`src/rtl/ldm_stm_sequencer.sv`:
```
// LDM/STM block-transfer sequencer: walks a 16-bit register list lowest-first,
// issues one word access per listed register, then optionally writes back the base.
module ldm_stm_sequencer (
  input  logic        clock,
  input  logic        reset,
  input  logic        start,
  input  logic        is_load,
  input  logic [1:0]  mode,
  input  logic        writeback,
  input  logic [3:0]  base_reg,
  input  logic [31:0] base_addr,
  input  logic [15:0] reg_list,
  output logic        mem_req,
  output logic        mem_we,
  output logic [31:0] mem_addr,
  output logic [31:0] mem_wdata,
  input  logic        mem_ack,
  input  logic [31:0] mem_rdata,
  output logic [3:0]  rf_read_num,
  input  logic [31:0] rf_read_data,
  output logic [3:0]  rf_write_reg,
  output logic [31:0] rf_write_data,
  output logic        rf_regwrite,
  output logic        busy,
  output logic        done,
  output logic [2:0]  dbg_state
);

  // Memory handshake: an access is in flight while mem_req=1 and completes in
  // the cycle mem_ack=1; address, direction and store data hold until then.
  typedef enum logic [2:0] {S_IDLE, S_XFER, S_DRAIN, S_WB, S_FIN} state_t;

  state_t      state_q, state_d;
  logic        is_load_q, is_load_d;
  logic        writeback_q, writeback_d;
  logic [3:0]  base_reg_q, base_reg_d;
  logic        base_in_list_q, base_in_list_d;
  logic [15:0] list_q, list_d;
  logic [31:0] addr_q, addr_d;
  logic [31:0] final_base_q, final_base_d;
  logic        pend_we_q, pend_we_d;
  logic [3:0]  pend_reg_q, pend_reg_d;
  logic [31:0] pend_data_q, pend_data_d;

  logic [4:0]  pop_cnt;
  logic [31:0] four_n;
  logic [31:0] start_addr;
  logic [3:0]  cur_reg;

  always_comb begin
    pop_cnt = '0;
    for (int i = 0; i < 16; i++) pop_cnt = pop_cnt + 5'(reg_list[i]);
    four_n = {25'd0, pop_cnt, 2'b00};
    case (mode)
      2'b00:   start_addr = base_addr;
      2'b01:   start_addr = base_addr + 32'd4;
      2'b10:   start_addr = base_addr - four_n + 32'd4;
      default: start_addr = base_addr - four_n;
    endcase
  end

  // Scanning downward leaves the lowest set bit as the final assignment.
  always_comb begin
    cur_reg = '0;
    for (int i = 15; i >= 0; i--) begin
      if (list_q[i]) cur_reg = i[3:0];
    end
  end

  always_comb begin
    state_d        = state_q;
    is_load_d      = is_load_q;
    writeback_d    = writeback_q;
    base_reg_d     = base_reg_q;
    base_in_list_d = base_in_list_q;
    list_d         = list_q;
    addr_d         = addr_q;
    final_base_d   = final_base_q;
    pend_we_d      = 1'b0;
    pend_reg_d     = pend_reg_q;
    pend_data_d    = pend_data_q;
    mem_req        = 1'b0;
    mem_we         = 1'b0;
    mem_addr       = '0;
    mem_wdata      = '0;
    rf_read_num    = '0;
    rf_write_reg   = '0;
    rf_write_data  = '0;
    rf_regwrite    = 1'b0;
    done           = 1'b0;

    // A load acked last cycle retires now; it only ever lands in XFER or DRAIN.
    if (pend_we_q) begin
      rf_regwrite   = 1'b1;
      rf_write_reg  = pend_reg_q;
      rf_write_data = pend_data_q;
    end

    case (state_q)
      S_IDLE: begin
        if (start) begin
          is_load_d      = is_load;
          writeback_d    = writeback;
          base_reg_d     = base_reg;
          base_in_list_d = reg_list[base_reg];
          list_d         = reg_list;
          addr_d         = start_addr;
          final_base_d   = mode[1] ? (base_addr - four_n) : (base_addr + four_n);
          state_d        = (reg_list == 16'd0) ? S_FIN : S_XFER;
        end
      end
      S_XFER: begin
        mem_req  = 1'b1;
        mem_we   = !is_load_q;
        mem_addr = addr_q;
        if (!is_load_q) begin
          rf_read_num = cur_reg;
          mem_wdata   = rf_read_data;
        end
        if (mem_ack) begin
          list_d = list_q & (list_q - 16'd1);
          addr_d = addr_q + 32'd4;
          if (is_load_q) begin
            pend_we_d   = 1'b1;
            pend_reg_d  = cur_reg;
            pend_data_d = mem_rdata;
          end
          if (list_d == 16'd0) state_d = S_DRAIN;
        end
      end
      S_DRAIN: state_d = S_WB;
      S_WB: begin
        if (writeback_q && !(is_load_q && base_in_list_q)) begin
          rf_regwrite   = 1'b1;
          rf_write_reg  = base_reg_q;
          rf_write_data = final_base_q;
        end
        state_d = S_FIN;
      end
      S_FIN: begin
        done    = 1'b1;
        state_d = S_IDLE;
      end
      default: state_d = S_IDLE;
    endcase
  end

  always_ff @(posedge clock or posedge reset) begin
    if (reset) begin
      state_q        <= S_IDLE;
      is_load_q      <= 1'b0;
      writeback_q    <= 1'b0;
      base_reg_q     <= '0;
      base_in_list_q <= 1'b0;
      list_q         <= '0;
      addr_q         <= '0;
      final_base_q   <= '0;
      pend_we_q      <= 1'b0;
      pend_reg_q     <= '0;
      pend_data_q    <= '0;
    end else begin
      state_q        <= state_d;
      is_load_q      <= is_load_d;
      writeback_q    <= writeback_d;
      base_reg_q     <= base_reg_d;
      base_in_list_q <= base_in_list_d;
      list_q         <= list_d;
      addr_q         <= addr_d;
      final_base_q   <= final_base_d;
      pend_we_q      <= pend_we_d;
      pend_reg_q     <= pend_reg_d;
      pend_data_q    <= pend_data_d;
    end
  end

  assign busy      = (state_q != S_IDLE);
  assign dbg_state = state_q;

endmodule

```
`config.mk`:
```
export PLATFORM = sky130hd
export DESIGN_NAME = ldm_stm_sequencer
export DESIGN_NICKNAME = d
export VERILOG_FILES = /design/src/rtl/ldm_stm_sequencer.sv
export SDC_FILE = /design/constraint.sdc
export NUM_CORES = 1
export LEC_CHECK = 0
export CAP_MARGIN = 10
export CORE_ASPECT_RATIO = 1.4
export CORE_MARGIN = 1.5
export CORE_UTILIZATION = 25
export CTS_CLUSTER_SIZE = 30
export DETAILED_ROUTE_END_ITERATION = 10
export GPL_TIMING_DRIVEN = 1
export PLACE_DENSITY_LB_ADDON = 0.2
export SLEW_MARGIN = 20
export SYNTH_ARGS = -nofsm -noshare
export SYNTH_HDL_FRONTEND = slang
export SYNTH_SLANG_ARGS = --single-unit
```
`constraint.sdc`:
```
create_clock -name clock -period 5.9 [get_ports clock]
set_clock_uncertainty 0.1 [all_clocks]
set_input_delay 1.18 -clock clock [delete_from_list [all_inputs] [get_ports clock]]
set_output_delay 1.18 -clock clock [all_outputs]
set_load 0.02 [all_outputs]
```
Yosys cells after proc, flatten, opt, wreduce, memory -nomap -nowiden
Cells that the tools add are included.
W data, S select, Z words.

storage, ports and cells
  input port bits = 124
  memory bits (read-only) = 0
  bits in registers = 127
  memories kept = 0
  bits in latches = 0
  bits in writable memories = 0

cells by class
  equality and inequality tests = 9
  reduce and logical (&&, ||, !) cells = 14
  bitwise gates (word level) = 1
  shift-type cells = 0
  divide/modulo/power cells = 0
  $mul = 0
  multiplexer cells = 51
  magnitude comparators = 1
  add/sub/neg operators = 21

operators with widths
  kind                     number
  $mux W32                 9
  $add A32 B3 Y32 const B  3
  $pmux W32 S3             1
  $mux W4                  21
  $pmux W32 S2             1
  $add A5 B1 Y5            11
  $add A32 B7 Y32          1
  $logic_not A16 Y1        2
  $mux W16                 2
  $pmux W16 S2             1
  $sub A32 B7 Y32          1
  $and A16 B16 Y16         1
  $sub A16 B1 Y16 const B  1
  $mux W3                  4
  $pmux W3 S4              1
  $mux W1                  10
  $reduce_and A3 Y1        3
  $eq A3 B2 Y1 const B     2
  $ne A2 B2 Y1 const B     3
  $add A4 B1 Y5            1
  $lt A4 B5 Y1 const B     1
  $add A3 B1 Y4            1
  $bmux W1 S4              1
  $add A2 B1 Y3            1
  12 further kinds         14

Longest topological paths before layout
  depth after elaboration = 20
  mapped depth = 25
  gate-level depth less buffers = 23

Worst setup path before layout
Ideal clock, no wire load.

  path kind = input-to-reg
  from = input port reg_list[0]
  to = register addr_q[31]
  library setup time = 0.101 ns
  buffers on the path = 0
  required time = 5.699 ns
  arrival time = 7.233 ns
  cell stages on the path = 20
  setup slack = -1.534 ns
  path through = inv_1 > fa_1 > fa_1 > fa_1 > fa_1 > inv_1 > ha_1 > fa_1 > a21o_1 > and2_1 > ha_1 > nand2b_1 > nand2b_1 > or4_1 > a221oi_2 > nand4_1 > or4_4 > or4_1 > xnor2_1 > o32ai_1

on the way
  word-level cells in the longest chain between the ends = 20

ends and longest elaborated chain
  item                           line    text
  start: declaration             12      input logic [15:0] reg_list,
  $add A1 B1 Y2 *                52      for (int i = 0; i < 16; i++) pop_cnt = pop_cnt + 5'(reg_list[i]);
  $add A2 B1 Y3 *                52
  $add A3 B1 Y4 *                52
  $add A4 B1 Y5 *                52
  $add A5 B1 Y5 * (11 in a row)  52
  $sub A32 B7 Y32 *              57, 58
  $add A32 B3 Y32                57      2'b10: start_addr = base_addr - four_n + 32'd4;
  $pmux W32 S3 *                 54      case (mode)
  $mux W32 *                     101     if (start) begin
  $pmux W32 S2 *                 99      case (state_q)
  end signal: assignment         168     addr_q <= addr_d;
  end: declaration               39      logic [31:0] addr_q, addr_d;

Every way passes the cells marked *; elsewhere a longest branch is shown, timed or not. The select of a mux whose other input is x is not followed.
A chain may end at the register's enable or synchronous reset.

Worst setup path after layout
  from = input port reg_list[14]
  to = register addr_q[31]

on the way
  word-level cells in the longest chain between the ends = 7

ends and longest elaborated chain
  item                          line
  $add A5 B1 Y5 * (2 in a row)  52
  $sub A32 B7 Y32 *             57, 58
  $add A32 B3 Y32               57
  $pmux W32 S3 *                54
  $mux W32 *                    101
  $pmux W32 S2 *                99

Marks and branches as above.

==> metrics.yaml <==
worst_setup_path:
  crit_end: "addr_q[31]"
  arrival_ns: 7.39
  crit_family: "simple AND/OR/NAND/NOR gates"
  r2r_cells: 9
  crit_path_start: "reg_list[14]"
  timing.rr.end: "addr_q[15]"
  slowest_stage: "or4_4"
  crit_path_end_kind: "flop"
  cpPeakStageDelay_ns: 0.60
  r2r-start: "dbg_state[0]"
  cp-start-kind: "input port"
  crit_buf_inv: 4
  r2r_slack_ns: 1.93
  worstPathCellList: "clkdlybuf4s50_1 > inv_2 > fa_1 > fa_1 > fa_1 > inv_2 > ha_4 > fa_2 > a21o_1 > and2_4 > inv_2 > ha_4 > or4_4 > or3_4 > or2_4 > or3_4 > a2bb2oi_4 > or4_4 > or4_4 > xnor2_2 > o32ai_1"
  crit_type: "input port to flop"
  path_max_fanout: 3
  path_depth: 21
  cp_data_required_time_ns: 6.13
status:
  violations: "negative setup slack"
  status: "finished, violations left"
hold_path:
  hold_start: "addr_q[1]"
  min_path_type: "flop to flop"
synthesis:
  synth_nets: 1620
  synth_cells: 1462
  async_flop_share: 1.00
  syn_area_per_cell_um2: 7.55
  synth_warnings: 0
  ys.flop_type: "dfrtp_1"
  synth_area_um2: 11000
  synth_edf_count: 0
  synth.distinct_cells: 78
  synth-seq-area-share: 0.288
  ys_seq_elements: 127
detailed_routing:
  num_vias: 12300
  drc: 0
  firstDrtPassIters: 7
  vias_per_cell: 5.10
  drt_wl_total_mm: 48.0
  wl_per_cell_um: 20.0
  ant_nets: 0
  drt-initial-drc-count: 855
grt:
  grt_pass1_vias: 12500
  grt_pass1_wl_mm: 73.9
  overflow: 0
  grt_use_met1: 0.236
  met2_usage: 0.401
  track_usage: 0.211
  grt_max_degree: 80
  busiest_layer: "met2"
  use_met3: 0.0313
  grt_antenna_before_repair: 1
sta:
  rsz0062_at_grt: "true"
  setup_viol: 42
  fin_setup_tns_ns: -25.31
  hold_viol: 0
  finalWorstSetupSlack_ns: -1.26
  fin_crit_sh: 1.21
  timing.slew.headroom: 0.376
  slew_violations: 0
  worst_pin_slew_ns: 0.933
  max_freq_mhz: 140
  finalCriticalPeriod_ns: 7.16
placed_design:
  portBuffers: 235
  place_area_um2: 15500
  hpwl_mm: 36.7
  placedCellCount: 2342
  gp_congestion: 0.912
pwr:
  leakagePower_nw: 6.90
  total_power_mw: 8.00
  vdd_ir_drop_max_v: 0.000288
  power-per-cell-area_nw_per_um2: 460
floorplan:
  ios: 236
  initial_core_util: 0.254
  die_height_um: 252
  coreArea_um2: 43400
  rows: 90
  die_x_um: 181
  fp.dieArea_um2: 45400
clock_network:
  htreeDepth: 4
  cts_sinks: 127
  root_buffer: "clkbuf_16"
  clock_latency_ns: 0.45
  cts_inserted_buffers: 17
  clockBufferDepth: 2
  cts.clk_slew.worst_paths_ns: 0.06
  tritoncts: "done"
layout:
  nets: 2002
  instances_no_fill: 2407
  fin_area_um2: 17400
  synthToLayoutAreaGrowth_pct: 57.6
  antenna-diode-count: 0
  layout-drive-gt1-share: 0.271
run:
  drv_cap: 0
## Yosys cell counts (14+ instances only)
master	count	area, um^2
nor3_1	37	185
o21ai_0	140	701
clkbuf_1	88	330
xor2_1	37	324
a21oi_1	102	510
ha_1	22	275
nand2_1	235	882
mux2_2	33	372
nor4_1	27	169
inv_1	67	251
nand3_1	37	185
dfrtp_1	127	3180
nand4_1	23	144
nor2_1	91	342
and2_1	68	425
o31ai_1	16	120
a31oi_1	14	87.6
xnor2_1	48	420
o22ai_1	18	113
## stage by stage
step	setup WS (ns)	hold slack, ns	util
CTS	-1.32	0.371	0.387
detailed placement	-2.18	0.354	0.356
floorplan	-1.27	0.338	-
global route	-1.40	0.400	0.401
global placement	-2.15	0.352	0.356
finish	-1.26	0.367	0.401
## worst min-delay path by stage
stage	slack, ns	to	cells past startpoint
global placement	0.35	addr_q[1]	2
finish	0.37	addr_q[1]	2
floorplan	0.34	addr_q[0]	2
detailed placement	0.35	addr_q[1]	2
CTS	0.37	addr_q[1]	2
global route	0.40	final_base_q[8]	2
## logic make-up after synthesis
kind of cell | Yosys count | synth area share
muxes | 46 | 0.0511
adders and majority gates | 38 | 0.0504
xor gates and xnor gates | 85 | 0.0675
buffers and inverters | 172 | 0.0595
AOI/OAI and AO/OA | 386 | 0.212
and+or+nand+nor | 608 | 0.271
DFF | 127 | 0.288
## layer usage
metal,share of wire,wire (um)
met3,0.044,2110
met5,0.00023,11
met1,0.39,18700
met4,0.032,1520
met2,0.54,25700
## flip-flops by register name, indices dropped and copies added (netlist names)
register and flops:
pend_reg_q 4, base_in_list_q 1, pend_we_q 1, writeback_q 1
addr_q 32, final_base_q 32, list_q 16, base_reg_q 4
dbg_state 3, pend_data_q 32, is_load_q 1
## placed cells by master (no fill, tap or decap), types with 9 or more instances in the layout
cell	count
inv_2	11
nand4_1	23
buf_4	201
nor4_1	18
buf_6	34
nand3_1	31
o22ai_1	17
xnor2_1	37
or3_1	10
a31oi_1	9
clkbuf_16	17
xor2_1	34
ha_1	13
and2_1	65
a21oi_1	84
or4_4	10
clkdlybuf4s50_1	225
fa_1	9
o31ai_1	10
a21o_1	11
a21oi_2	16
xnor2_2	10
nor3_1	25
mux2_2	33
nand2_1	226
o21ai_0	117
dfrtp_1	127
nor2_1	81
inv_1	51
o21ai_1	18
## report_power, final
part           switching (mW)  leakage, nW  internal [mW]
logic                    2.78         5.04           2.38
registers               0.353         1.55           1.29
clock network           0.441        0.310          0.761
total                    3.58         6.90           4.42
## cell type report
class                           count  area [um^2]
Sequential cell                   127         3180
Multi-Input combinational cell   1163         8360
Clock inverter                     12          211
Tap cell                          552          691
Fill cell                        4350        26000
Clock buffer                       18          439
Inverter                           68          275
Timing Repair Buffer              467         4240
## repair_timing
action                                  in CTS  in global routing
pin swaps                                   69                 86
endpoints found under the setup margin      55                 54
hold buffers                                 0                  0
resized for setup                          158                115
buffers inserted                            26                 24
## worst reg2reg max path, delay by kind of cell (launching register included)
kind                   cells  cell delay [ns]
buffers and inverters      2             0.63
AOI/OAI and AO/OA          4             0.68
DFF                        1             0.53
and+or+nand+nor            3             1.88
Note: power is estimated with default switching activity, not from simulation.
